<file path="config.mk">
export PLATFORM = sky130hd
export DESIGN_NAME = vgachargen_apb_bridge
export DESIGN_NICKNAME = d
export VERILOG_FILES = /design/src/rtl/vgachargen_pkg.sv /design/src/rtl/vgachargen_apb_bridge.sv
export SDC_FILE = /design/constraint.sdc
export NUM_CORES = 1
export LEC_CHECK = 0
export BUFFER_PORTS_ARGS = -buffer_cell sky130_fd_sc_hd__buf_2
export CORE_UTILIZATION = 23
export CTS_BUF_LIST = sky130_fd_sc_hd__clkbuf_16
export CTS_CLUSTER_DIAMETER = 80
export CTS_CLUSTER_SIZE = 25
export DETAILED_ROUTE_END_ITERATION = 7
export PLACE_DENSITY = 0.54
export SYNTH_ARGS = -nofsm -noshare
export SYNTH_HDL_FRONTEND = slang
export SYNTH_SLANG_ARGS = --single-unit
</file>
<file path="constraint.sdc">
create_clock -name clk_i -period 2.2 [get_ports clk_i]
set_clock_uncertainty 0.2 [all_clocks]
set_input_delay 0.44 -clock clk_i [delete_from_list [all_inputs] [get_ports clk_i]]
set_output_delay 0.44 -clock clk_i [all_outputs]
set_load 0.03 [all_outputs]
</file>
<file path="src/rtl/vgachargen_pkg.sv">
`default_nettype none
// ============================================================================
// Module   : vgachargen_pkg
// Brief    : Shared types, constants and address decode for the vgachargen
//            APB bridge. Optional ID register: VGACHARGEN_APB_ID_REG_EN.
// Revision : 1.0
// ============================================================================
package vgachargen_pkg;

    localparam int unsigned CH_MAP_WORDS_DEF  = 600;
    localparam int unsigned COL_MAP_WORDS_DEF = 600;
    localparam int unsigned CH_T_WORDS_DEF    = 1024;

    localparam logic [31:0] ID_VALUE = 32'h5647_4331;

    typedef enum logic [1:0] {
        CH_MAP  = 2'd0,
        COL_MAP = 2'd1,
        CH_T    = 2'd2,
        INVALID = 2'd3
    } region_e;

    typedef enum logic [1:0] {
        IDLE  = 2'd0,
        ISSUE = 2'd1,
        WAIT  = 2'd2,
        RESP  = 2'd3
    } bridge_state_e;

    typedef struct packed {
        region_e    region;
        logic [9:0] word;
        logic       err;
    } decode_t;

    // Only the low 14 address bits carry region/word/alignment information.
    function automatic decode_t decode_addr(
        input logic [13:0] paddr,
        input int unsigned ch_words,
        input int unsigned col_words,
        input int unsigned cht_words
    );
        decode_t d;
        d.region = region_e'(paddr[13:12]);
        d.word   = paddr[11:2];
        d.err    = (paddr[1:0] != 2'b00);
        case (d.region)
            CH_MAP:  if (32'(d.word) >= ch_words)  d.err = 1'b1;
            COL_MAP: if (32'(d.word) >= col_words) d.err = 1'b1;
            CH_T:    if (32'(d.word) >= cht_words) d.err = 1'b1;
            default: begin
`ifdef VGACHARGEN_APB_ID_REG_EN
                if (d.word != 10'd0) d.err = 1'b1;
`else
                d.err = 1'b1;
`endif
            end
        endcase
        return d;
    endfunction

endpackage
`default_nettype wire

</file>
<file path="src/rtl/vgachargen_apb_bridge.sv">
`default_nettype none
// ============================================================================
// Module   : vgachargen_apb_bridge
// Brief    : APB4 completer driving the char map, colour map and char tiff
//            memory ports. Optional ID register: VGACHARGEN_APB_ID_REG_EN.
// Revision : 1.0
// ============================================================================
module vgachargen_apb_bridge
    import vgachargen_pkg::*;
#(
    parameter int unsigned CH_MAP_WORDS  = CH_MAP_WORDS_DEF,
    parameter int unsigned COL_MAP_WORDS = COL_MAP_WORDS_DEF,
    parameter int unsigned CH_T_WORDS    = CH_T_WORDS_DEF
) (
    input  logic        clk_i,
    input  logic        rst_i,
    input  logic        psel_i,
    input  logic        penable_i,
    input  logic        pwrite_i,
    input  logic [31:0] paddr_i,
    input  logic [31:0] pwdata_i,
    input  logic [3:0]  pstrb_i,
    output logic [31:0] prdata_o,
    output logic        pready_o,
    output logic        pslverr_o,
    output logic [9:0]  mem_addr_o,
    output logic        mem_we_o,
    output logic [3:0]  mem_be_o,
    output logic [31:0] mem_wdata_o,
    output logic        char_map_ce_o,
    output logic        col_map_ce_o,
    output logic        char_tiff_ce_o,
    input  logic [31:0] char_map_rdata_i,
    input  logic [31:0] col_map_rdata_i,
    input  logic [31:0] char_tiff_rdata_i
);

    bridge_state_e state_q, state_d;
    region_e       region_q;
    logic          write_q;
    logic          err_q, err_d;
    logic [3:0]    strb_q;
    logic [9:0]    addr_q;
    logic [31:0]   wdata_q;
    logic [31:0]   prdata_q;
    logic          pready_q;
    logic          pslverr_q;

    decode_t       dec;
    logic          setup;
    logic          req_err;
    logic [31:0]   rdata_sel;
    logic          unused_paddr;

    assign unused_paddr = ^paddr_i[31:14];

    assign setup = (state_q == IDLE) && psel_i && !penable_i;
    assign dec   = decode_addr(paddr_i[13:0], CH_MAP_WORDS, COL_MAP_WORDS, CH_T_WORDS);
    // Region 3 is never writable, even where the ID register is present.
    assign req_err = dec.err || ((dec.region == INVALID) && pwrite_i);
    assign err_d   = setup ? req_err : err_q;

    always_ff @(posedge clk_i) begin
        if (rst_i) begin
            state_q <= IDLE;
        end else begin
            state_q <= state_d;
        end
    end

    always_comb begin
        state_d = state_q;
        case (state_q)
            IDLE:    if (setup) state_d = req_err ? RESP : ISSUE;
            ISSUE:   state_d = write_q ? RESP : WAIT;
            WAIT:    state_d = RESP;
            RESP:    state_d = IDLE;
            default: state_d = IDLE;
        endcase
    end

    always_comb begin
        char_map_ce_o  = 1'b0;
        col_map_ce_o   = 1'b0;
        char_tiff_ce_o = 1'b0;
        mem_we_o       = 1'b0;
        mem_be_o       = 4'b0000;
        if (state_q == ISSUE) begin
            case (region_q)
                CH_MAP:  char_map_ce_o  = 1'b1;
                COL_MAP: col_map_ce_o   = 1'b1;
                CH_T:    char_tiff_ce_o = 1'b1;
                default: ;
            endcase
            if (write_q) begin
                mem_we_o = |strb_q;
                mem_be_o = strb_q;
            end
        end
    end

    always_comb begin
        rdata_sel = '0;
        case (region_q)
            CH_MAP:  rdata_sel = char_map_rdata_i;
            COL_MAP: rdata_sel = col_map_rdata_i;
            CH_T:    rdata_sel = char_tiff_rdata_i;
            default: begin
`ifdef VGACHARGEN_APB_ID_REG_EN
                rdata_sel = ID_VALUE;
`else
                rdata_sel = '0;
`endif
            end
        endcase
    end

    always_ff @(posedge clk_i) begin
        if (rst_i) begin
            region_q  <= CH_MAP;
            write_q   <= 1'b0;
            err_q     <= 1'b0;
            strb_q    <= 4'b0000;
            addr_q    <= '0;
            wdata_q   <= '0;
            prdata_q  <= '0;
            pready_q  <= 1'b0;
            pslverr_q <= 1'b0;
        end else begin
            pready_q  <= (state_d == RESP);
            pslverr_q <= (state_d == RESP) && err_d;
            if (setup) begin
                region_q <= dec.region;
                write_q  <= pwrite_i;
                err_q    <= req_err;
                strb_q   <= pstrb_i;
                // Memory-facing address/data only move for accesses that issue.
                if (!req_err) addr_q <= dec.word;
                if (!req_err && pwrite_i) wdata_q <= pwdata_i;
                if (req_err && !pwrite_i) prdata_q <= '0;
            end
            if (state_q == WAIT) prdata_q <= rdata_sel;
        end
    end

    assign prdata_o    = prdata_q;
    assign pready_o    = pready_q;
    assign pslverr_o   = pslverr_q;
    assign mem_addr_o  = addr_q;
    assign mem_wdata_o = wdata_q;

endmodule
`default_nettype wire

</file>
==> results of run 1 <==
==> synthesized netlist by cell type (all sizes together) <==
cell and n:
a21o 2, o221a 1, nand3b 1, o211ai 1, a21oi 51, dfxtp 86
nand2b 2, a21boi 1, nor2b 3, nor4 1, inv 4, buf 19
o21ai 11, ha 3, nor2 69, and3b 2, nor3 2, a2111oi 33
mux2i 64, nand4 9, a211oi 2, and2 2, nor3b 1, o21a 1
and3 4, nand2 84, clkbuf 24, a2bb2oi 1
==> how the worst max path moves through the flow <==
| stage | to | cells after the start | slack, ns | start |
|---|---|---|---|---|
| floorplan | char_map_ce_o | 3 | 0.17 | region_q[1]$_SDFFE_PP0P_ |
| global placement | prdata_o[26]$_SDFFE_PP0P_ | 6 | 0.13 | paddr_i[13] |
| detailed placement | mem_wdata_o[7]$_SDFFE_PP0P_ | 6 | 0.11 | paddr_i[12] |
| CTS | char_map_ce_o | 4 | 0.05 | state_q[1]$_SDFF_PP0_ |
| global route | char_map_ce_o | 4 | 0.05 | state_q[1]$_SDFF_PP0_ |
| finish | char_map_ce_o | 4 | 0.15 | state_q[1]$_SDFF_PP0_ |
==> area by class of cell <==
class	instances	area [um2]	share of cell area
Inverter	4	15.01	0.002555
Clock inverter	6	55.05	0.009368
Multi-Input combinational cell	351	2211	0.3762
Clock buffer	9	225.2	0.03832
Tap cell	225	281.5	0.04790
Sequential cell	86	1723	0.2932
Timing Repair Buffer	250	1366	0.2325
==> state kept, by name, indices dropped and copies added, names as in the netlist, 2 cells and up <==
name and flops:
prdata_o 32, strb_q 4, region_q 2, mem_wdata_o 32, state_q 2, mem_addr_o 10
==> stage by stage <==
stage / util / instances / worst slack, ns
4_1_cts: 0.3361 / 931 / 0.04868
3_5_place_dp: 0.3201 / 916 / 0.1103
6_report: 0.3363 / 931 / 0.1523
2_1_floorplan: - / 484 / 0.1744
3_3_place_gp: 0.3201 / 916 / 0.1296
5_1_grt: 0.3363 / 931 / 0.04772
==> metal layers <==
| metal | vias to the layer above | track usage |
|---|---|---|
| li1 | 2142 | - |
| met1 | 1785 | 0.1509 |
| met2 | 152 | 0.2011 |
| met3 | 10 | 0.04773 |
| met4 | 0 | 0.04815 |
| met5 | - | 0 |
==> layout by cell type, fill, tap and decap left out, types with 2 or more instances in the layout <==
cell type	synthesis	routed
nor2b_1	3	2
ha_2	0	2
and2_1	2	2
a2111oi_2	10	10
a21oi_1	51	51
clkbuf_16	0	9
nand4_1	9	9
a21o_1	2	2
buf_12	0	6
nand2_1	84	84
buf_4	6	10
nor2_1	69	69
clkinv_2	0	2
mux2i_1	64	64
a2111oi_0	22	22
dfxtp_1	86	85
o21ai_0	10	10
and3_1	4	4
inv_1	4	4
buf_2	7	234
and3b_1	2	2
==> power by group through the flow <==
stage / clock [mW] / sequential [mW] / combinational, mW
floorplan: 0 / 2.34 / 0.915
global placement: 0 / 1.95 / 1.90
detailed placement: 0 / 1.95 / 1.91
CTS: 1.54 / 1.92 / 1.91
global route: 1.60 / 1.95 / 2.08
finish: 1.47 / 1.92 / 1.89
==> worst max-delay path, stage by stage, from the launching register on <==
cell and delay, ns:
dfxtp_1 0.32, inv_1 0.08, ha_2 0.26, nor3b_1 0.19
buf_2 0.22
==> what timing repair did <==
item | CTS | global route
buffers inserted | 0 | 0
gates resized for setup | 0 | 1
endpoints found under the setup margin | 0 | 1
hold buffers | 0 | 0
==> cell families (layout without fill, tap and decap cells) <==
| group | count (synthesis) | count (layout) | share of synthesized area |
|---|---|---|---|
| flops | 86 | 86 | 0.4142 |
| compound gates | 104 | 104 | 0.1824 |
| fa+ha+maj | 3 | 3 | 0.009032 |
| mux | 64 | 64 | 0.1541 |
| simple gates | 180 | 180 | 0.1830 |
| buf+inv | 47 | 269 | 0.05719 |
==> flow_summary_export.csv, run 1 <==
group,metric,value,unit
route,highest_layer,"met4",
floorplanning,rows,48,
route,routed_wl,11.98,mm
timing,tns,0,ns
pwr,clkPwrFrac,0.278,
worst_setup_path,r2r-end,"mem_wdata_o[7]$_SDFFE_PP0P_",
yosys,ys_ff_latch,86,
cts,clock_latency,0.34,ns
global_routing,antenna_found_initial,0,
cts,cts_root_buf,"clkbuf_16",
pwr,p_total,5.274,mW
route,vias_per_cell,4.392,
global_routing,grt_pass1_wl,17.82,mm
timing,rsz0062_at_grt,"no",
worst_setup_path,cp_max_fo,9,
hold_path,hp-class,"in -> reg",
cts,numCtsBuffers,9,
pwr,p_comb_frac,0.358,
yosys,ys_warn_count,0,
final_layout,drive_above_1_share,0.4008,
yosys,yosysTopAreaCell,"dfxtp_1",
pwr,switchingPower,1.923,mW
timing,period_share,0.9308,
yosys,yosysSeqAreaShare,0.4142,
worst_setup_path,critical_path_arrival,1.41,ns
timing,fin_hold_ws,0.1328,ns
yosys,synth.distinct_cells,37,
yosys,syn-instance-count,484,
worst_setup_path,cp.required,1.56,ns
route,wl_met1,5.301,mm
pwr,internal_power,3.351,mW
timing,slew_viol_final,0,
route,dr.pass1.iters,4,
global_routing,grt-ovfl-total,0,
timing,hold_viol,0,
hold_path,hold_path_depth,3,
place,dp_hpwl,8.907,mm
floorplanning,start_util,0.2378,
timing,worst_pin_slew,0.7345,ns
place,io_buffers,234,
cts,cts_htree_levels,3,
floorplanning,io_pins,253,
timing,period_needed,2.048,ns
run,cap_violations,0,
pwr,powerDensity,897.3,nW/um2
worst_setup_path,reg2reg_slack,0.26,ns
route,drt_iter0_drc,122,
worst_setup_path,crit_type,"reg -> out",
floorplanning,fp.dieH,136.4,um
yosys,yosysTopAreaCellShare,0.4142,
pwr,power.leakage,2.589,nW
timing,finalSetupViolCount,0,
timing,slew_headroom,0.5082,
yosys,avgSynthCellArea,8.588,um2
final_layout,area_delta_synth_final,41.39,%
run_status,status,"complete, no violations",
hold_path,min_to,"strb_q[1]$_SDFFE_PP0P_",
cts,clk_pin_slew,0.06,ns
route,drc,0,
cts,tritoncts,"built",
timing,max_freq,488.4,MHz
worst_setup_path,startpoint_type,"register",
final_layout,fillers,1874,
pwr,power_frac_seq,0.364,
yosys,syn_nets,656,
pwr,vdd_drop_max,0.0003849,V
route,ant_nets,0,
floorplanning,die_area,18610,um2
floorplanning,core_area,17480,um2
hold_path,hold_start,"pstrb_i[1]",
route,wl_per_cell,12.86,um
final_layout,n_antenna_cell,0,
global_routing,grt_max_degree,65,
yosys,syn_area,4156,um2
cts,cts_sinks,86,
route,wl_met3,1.176,mm
global_routing,grtUsageTotal,0.1255,
worst_setup_path,reg2reg_from,"state_q[0]$_SDFF_PP0_",
yosys,synth_area_leaders,"dfxtp_1 41%, mux2i_1 15%, nand2_1 7.6%",
global_routing,grt_pass1_vias,3587,
cts,cts_max_path_buffers,2,
worst_setup_path,endpoint_kind,"output pin",
place,placed_area,5594,um2
final_layout,final_nets,874,
floorplanning,die_w,136.4,um
route,vias,4089,
route,met2WireLength,5.356,mm
final_layout,fin_area,5877,um2
place,gp_congestion,0.6970,
worst_setup_path,rr_worst_depth,7,
pwr,p_sw_frac,0.3646,
No activity file was read; power rests on OpenSTA's default activity.
==> run 2, diff against run 1 <==
- ABC_AREA: unset -> 1
- CTS_BUF_LIST: sky130_fd_sc_hd__clkbuf_16 -> unset
- SLEW_MARGIN: unset -> 20
==> flow_summary_export.csv, run 2 <==
group,metric,value,unit
yosys,yosysSeqAreaShare,0.4155,
route,wl_per_cell,12.16,um
yosys,avgSynthCellArea,6.705,um2
timing,rsz0062_at_grt,"no",
yosys,synth.distinct_cells,25,
cts,clock_latency,0.34,ns
yosys,syn_nets,790,
worst_setup_path,timing.critical_path.buf_inv,2,
worst_setup_path,slowest_stage,"dfxtp_1",
place,io_buffers,234,
global_routing,antenna_found_initial,1,
route,vias,4453,
cts,post_cts_buffers,0,
route,drc,0,
final_layout,drive_above_1_share,0.3480,
pwr,p_total,5.165,mW
global_routing,grt_pass1_wl,20.02,mm
floorplanning,core_area,17420,um2
cts,cts_sinks,86,
timing,fin_hold_ws,0.1176,ns
timing,finalSetupViolCount,0,
yosys,synthTopCellsByCount,"216 x nand2_1, 86 x dfxtp_1, 79 x nor2_1",
pwr,powerDensity,883.7,nW/um2
worst_setup_path,slowest_delay,0.31,ns
final_layout,area_delta_synth_final,41.03,%
cts,cts_resized,0,
yosys,ys_ff_latch,86,
final_layout,multi_input_comb_area,2008,um2
hold_path,hp-class,"in -> reg",
cts,clk_pin_slew,0.06,ns
timing,tns,0,ns
global_routing,grtUsageTotal,0.1384,
final_layout,fin_cells,1068,
place,dp_cells,1053,
run,cap_violations,0,
final_layout,final_nets,1011,
worst_setup_path,critical_path_arrival,1.47,ns
yosys,syn_area,4144,um2
route,vias_per_cell,4.169,
final_layout,final_cell_mix,"233 x buf_2, 215 x nand2_1, 86 x dfxtp_1",
floorplanning,start_util,0.2379,
worst_setup_path,crit_chain,"inv_1, ha_1, nand2_2, a41oi_1, clkbuf_4",
timing,period_needed,2.108,ns
pwr,vdd_drop_max,0.0004111,V
global_routing,grt_max_degree,44,
worst_setup_path,cp_max_fo,6,
timing,period_share,0.9580,
yosys,yosysTopAreaCell,"dfxtp_1",
yosys,synth_edf_count,0,
route,drt_iter0_drc,151,
pwr,power.leakage,3.041,nW
place,placed_area,5525,um2
worst_setup_path,cp.required,1.56,ns
global_routing,grt-ovfl-total,0,
yosys,yosysTopAreaCellShare,0.4155,
cts,numCtsBuffers,9,
yosys,ys_warn_count,0,
cts,hold_buffers,0,
final_layout,layout_commonest_cell,"buf_2",
place,gp_congestion,0.7600,
route,routed_wl,12.99,mm
worst_setup_path,path_delay_family,"buffers and inverters",
final_layout,fin_area,5844,um2
route,dr.pass1.iters,4,
floorplanning,fp.dieH,136.2,um
final_layout,seq_area,1722,um2
floorplanning,io_pins,253,
timing,hold_viol,0,
worst_setup_path,startpoint_type,"register",
yosys,synth_flop_cell,"dfxtp_1",
final_layout,fillers,1949,
cts,cts_root_buf,"clkbuf_16",
cts,cts_max_path_buffers,2,
timing,worst_pin_slew,0.5884,ns
place,dp_hpwl,9.490,mm
timing,slew_headroom,0.6071,
timing,max_freq,474.5,MHz
route,ant_nets,0,
run_status,status,"complete, no violations",
timing,slew_viol_final,0,
global_routing,grt_pass1_vias,4090,
floorplanning,die_area,18560,um2
floorplanning,rows,48,
worst_setup_path,endpoint_kind,"output pin",
yosys,ys_async_sr_fraction,0,
floorplanning,die_w,136.2,um
yosys,syn-instance-count,618,
yosys,yosysMostFrequentCell,"nand2_1",
cts,cts_htree_levels,3,
yosys,synth_area_leaders,"dfxtp_1 42%, nand2_1 20%, nor2_1 7.2%",
cts,tritoncts,"built",
worst_setup_path,crit_type,"reg -> out",
run 2: cell count changes after synthesis, moves of 11 or more:
cell	before	now
a2111oi_0	22	0
a21oi_1	51	38
buf_2	7	18
clkbuf_1	24	11
inv_1	4	50
mux2i_1	64	0
nand2_1	84	216
nand3_1	0	55
run 2: report_power, final:
| group | internal [mW] | leakage (nW) | switching (mW) |
|---|---|---|---|
| Clock | 1.01 | 0.150 | 0.625 |
| Combinational | 0.562 | 2.19 | 1.14 |
| Sequential | 1.74 | 0.697 | 0.0895 |
run 2: logic make-up after synthesis:
kind of cell    Yosys count  synth area share
compound gates           58           0.08092
fa+ha+maj                 3          0.009059
buf+inv                  91            0.1005
flops                    86            0.4155
simple gates            380            0.3940
run 2: layout make-up:
class | instances | share of cell area
Sequential cell | 86 | 0.2946
Antenna cell | 1 | 0.0004282
Timing Repair Buffer | 249 | 0.2265
Multi-Input combinational cell | 441 | 0.3436
Tap cell | 225 | 0.04817
Inverter | 52 | 0.03340
Clock buffer | 10 | 0.04089
Clock inverter | 4 | 0.01242
run 2: per-stage QoR:
step / setup slack, ns / utilization
floorplan: 0.3300 / -
global placement: 0.2850 / 0.3172
detailed placement: 0.2671 / 0.3172
CTS: 0.002398 / 0.3351
global route: 0.006558 / 0.3354
finish: 0.09236 / 0.3356
run 2: path summary, 6_finish.rpt:
check,to,cells past startpoint,slack (ns),startpoint
min,mem_wdata_o[27]$_SDFFE_PP0P_,3,0.12,pwdata_i[27]
max,mem_we_o,5,0.09,state_q[1]$_SDFF_PP0_
min reg2reg,mem_addr_o[1]$_SDFFE_PP0P_,2,0.26,mem_addr_o[1]$_SDFFE_PP0P_
max reg2reg,mem_wdata_o[15]$_SDFFE_PP0P_,9,0.26,state_q[0]$_SDFF_PP0_
run 2: metal layers:
layer | GRT usage | vias to the layer above | part of all wire
li1 | - | 2374 | -
met1 | 0.1619 | 1899 | 0.45
met2 | 0.2307 | 152 | 0.45
met3 | 0.04996 | 28 | 0.075
met4 | 0.05000 | 0 | 0.026
met5 | 0 | - | 0
run 2: tightest hold or removal path: stages:
cell and delay [ns]:
buf_2 0.07, nor2_1 0.03, nor2_1 0.08
==> run 3, diff against run 2 <==
- ABC_AREA: 1 -> 0
- SKIP_CTS_REPAIR_TIMING: unset -> 1
==> flow_summary_export.csv, run 3 (same netlist as run 1, synthesis figures left out) <==
group,metric,value,unit
run_status,status,"complete, no violations",
floorplanning,fp.dieH,136.4,um
final_layout,layout_commonest_cell,"buf_2",
worst_setup_path,r2r-end,"mem_wdata_o[7]$_SDFFE_PP0P_",
place,gp_congestion,0.6970,
final_layout,final_cell_mix,"234 x buf_2, 85 x dfxtp_1, 84 x nand2_1",
route,routed_wl,11.98,mm
timing,max_freq,488.2,MHz
floorplanning,die_area,18610,um2
final_layout,drive_above_1_share,0.4023,
floorplanning,start_util,0.2378,
final_layout,area_delta_synth_final,41.63,%
global_routing,grt-ovfl-total,0,
timing,period_share,0.9310,
route,drt_iter0_drc,121,
worst_setup_path,endpoint_kind,"output pin",
worst_setup_path,cp.required,1.56,ns
floorplanning,core_area,17480,um2
route,vias_per_cell,4.383,
run,cap_violations,0,
worst_setup_path,cp_max_fo,9,
timing,slew_headroom,0.5082,
place,pre_cts_ws,0.1103,ns
worst_setup_path,reg2reg_slack,0.26,ns
pwr,vdd_drop_max,0.0003847,V
worst_setup_path,startpoint_type,"register",
cts,clock_latency,0.34,ns
global_routing,antenna_found_initial,0,
worst_setup_path,slowest_stage,"dfxtp_1",
floorplanning,io_pins,253,
timing,slew_viol_final,0,
floorplanning,rows,48,
global_routing,grt_pass1_wl,17.84,mm
final_layout,fin_util,0.3368,
worst_setup_path,cp-startpoint,"state_q[1]$_SDFF_PP0_",
final_layout,seq_area,1723,um2
route,drc,0,
final_layout,final_nets,874,
timing,hold_viol,0,
route,ant_nets,0,
global_routing,grt_pass1_vias,3588,
final_layout,multi_input_comb_area,2211,um2
worst_setup_path,endpoint,"char_map_ce_o",
cts,cts_root_buf,"clkbuf_16",
final_layout,n_antenna_cell,0,
route,vias,4081,
final_layout,fillers,1875,
place,dp_hpwl,8.907,mm
place,io_buffers,234,
worst_setup_path,critical_path_arrival,1.41,ns
timing,worst_slack,0.1518,ns
hold_path,hp-class,"in -> reg",
route,wl_per_cell,12.87,um
timing,worst_pin_slew,0.7345,ns
worst_setup_path,reg2reg_from,"state_q[0]$_SDFF_PP0_",
cts,tritoncts,"built",
worst_setup_path,crit_type,"reg -> out",
cts,clk_pin_slew,0.06,ns
global_routing,grtUsageTotal,0.1256,
floorplanning,die_w,136.4,um
worst_setup_path,slowest_delay,0.32,ns
timing,period_needed,2.048,ns
cts,cts_htree_levels,3,
timing,rsz0062_at_grt,"no",
pwr,powerDensity,902.9,nW/um2
route,dr.pass1.iters,4,
cts,cts_max_path_buffers,2,
cts,cts_sinks,86,
worst_setup_path,rr_worst_depth,7,
cts,numCtsBuffers,9,
timing,finalSetupViolCount,0,
pwr,power.leakage,2.591,nW
worst_setup_path,crit_chain,"inv_1, ha_2, nor3b_1, buf_2",
global_routing,grt_max_degree,65,
timing,tns,0,ns
==> run 3: cell count changes in the layout (fill, tap and decap cells not counted), sizes merged, moves of 13 or more <==
cell and change:
inv -48, mux2i +64, a2111oi +33, nor2 -13, nand3 -65, nand2 -135
==> run 3: layer usage <==
| layer | GRT usage | routed length [um] | vias up |
|---|---|---|---|
| met3 | 0.04773 | 1163 | 10 |
| met2 | 0.2014 | 5360 | 152 |
| li1 | - | - | 2139 |
| met1 | 0.1509 | 5310 | 1780 |
| met4 | 0.04815 | 143 | 0 |
| met5 | 0 | 0 | - |
==> run 3: layout make-up <==
cell class                      instances  area share
Multi-Input combinational cell        351      0.3756
Sequential cell                        86      0.2927
Timing Repair Buffer                  250      0.2321
Tap cell                              225     0.04782
Clock buffer                           11     0.04123
Clock inverter                          4    0.008077
Inverter                                4    0.002550
==> run 3: worst max-delay path: cells and delay by family (launching register included) <==
family | cells | cell delay, ns
adder cells (fa/ha/maj) | 1 | 0.26
AND/OR/NAND/NOR | 1 | 0.19
flip-flops | 1 | 0.32
buffers and inverters | 2 | 0.30
==> run 3: worst min-delay path by stage <==
| stage | startpoint | endpoint | slack [ns] | depth (start not counted) |
|---|---|---|---|---|
| 2_1_floorplan | err_q$_SDFF_PP0_ | err_q$_SDFF_PP0_ | 0.24 | 2 |
| 3_3_place_gp | mem_wdata_o[19]$_SDFFE_PP0P_ | mem_wdata_o[19]$_SDFFE_PP0P_ | 0.24 | 2 |
| 3_5_place_dp | mem_wdata_o[14]$_SDFFE_PP0P_ | mem_wdata_o[14]$_SDFFE_PP0P_ | 0.25 | 2 |
| 4_1_cts | pstrb_i[1] | strb_q[1]$_SDFFE_PP0P_ | 0.11 | 3 |
| 5_1_grt | pwdata_i[25] | mem_wdata_o[25]$_SDFFE_PP0P_ | 0.12 | 3 |
| 6_report | pstrb_i[1] | strb_q[1]$_SDFFE_PP0P_ | 0.13 | 3 |
==> run 3: where the power goes <==
part           leakage [nW]  switching (mW)  internal [mW]
registers             0.698           0.122           1.80
logic                  1.75            1.19          0.694
clock network         0.141           0.610          0.901
total                  2.59            1.92           3.39
==> run 3: metrics by stage <==
stage	power (mW)	instance area (um2)	hold slack (ns)	instances
2_1_floorplan	3.254	4156	0.2365	484
3_5_place_dp	3.860	5594	0.2467	916
5_1_grt	5.665	5887	0.1180	931
6_report	5.315	5887	0.1327	931
4_1_cts	5.410	5884	0.1147	931
3_3_place_gp	3.847	5594	0.2381	916
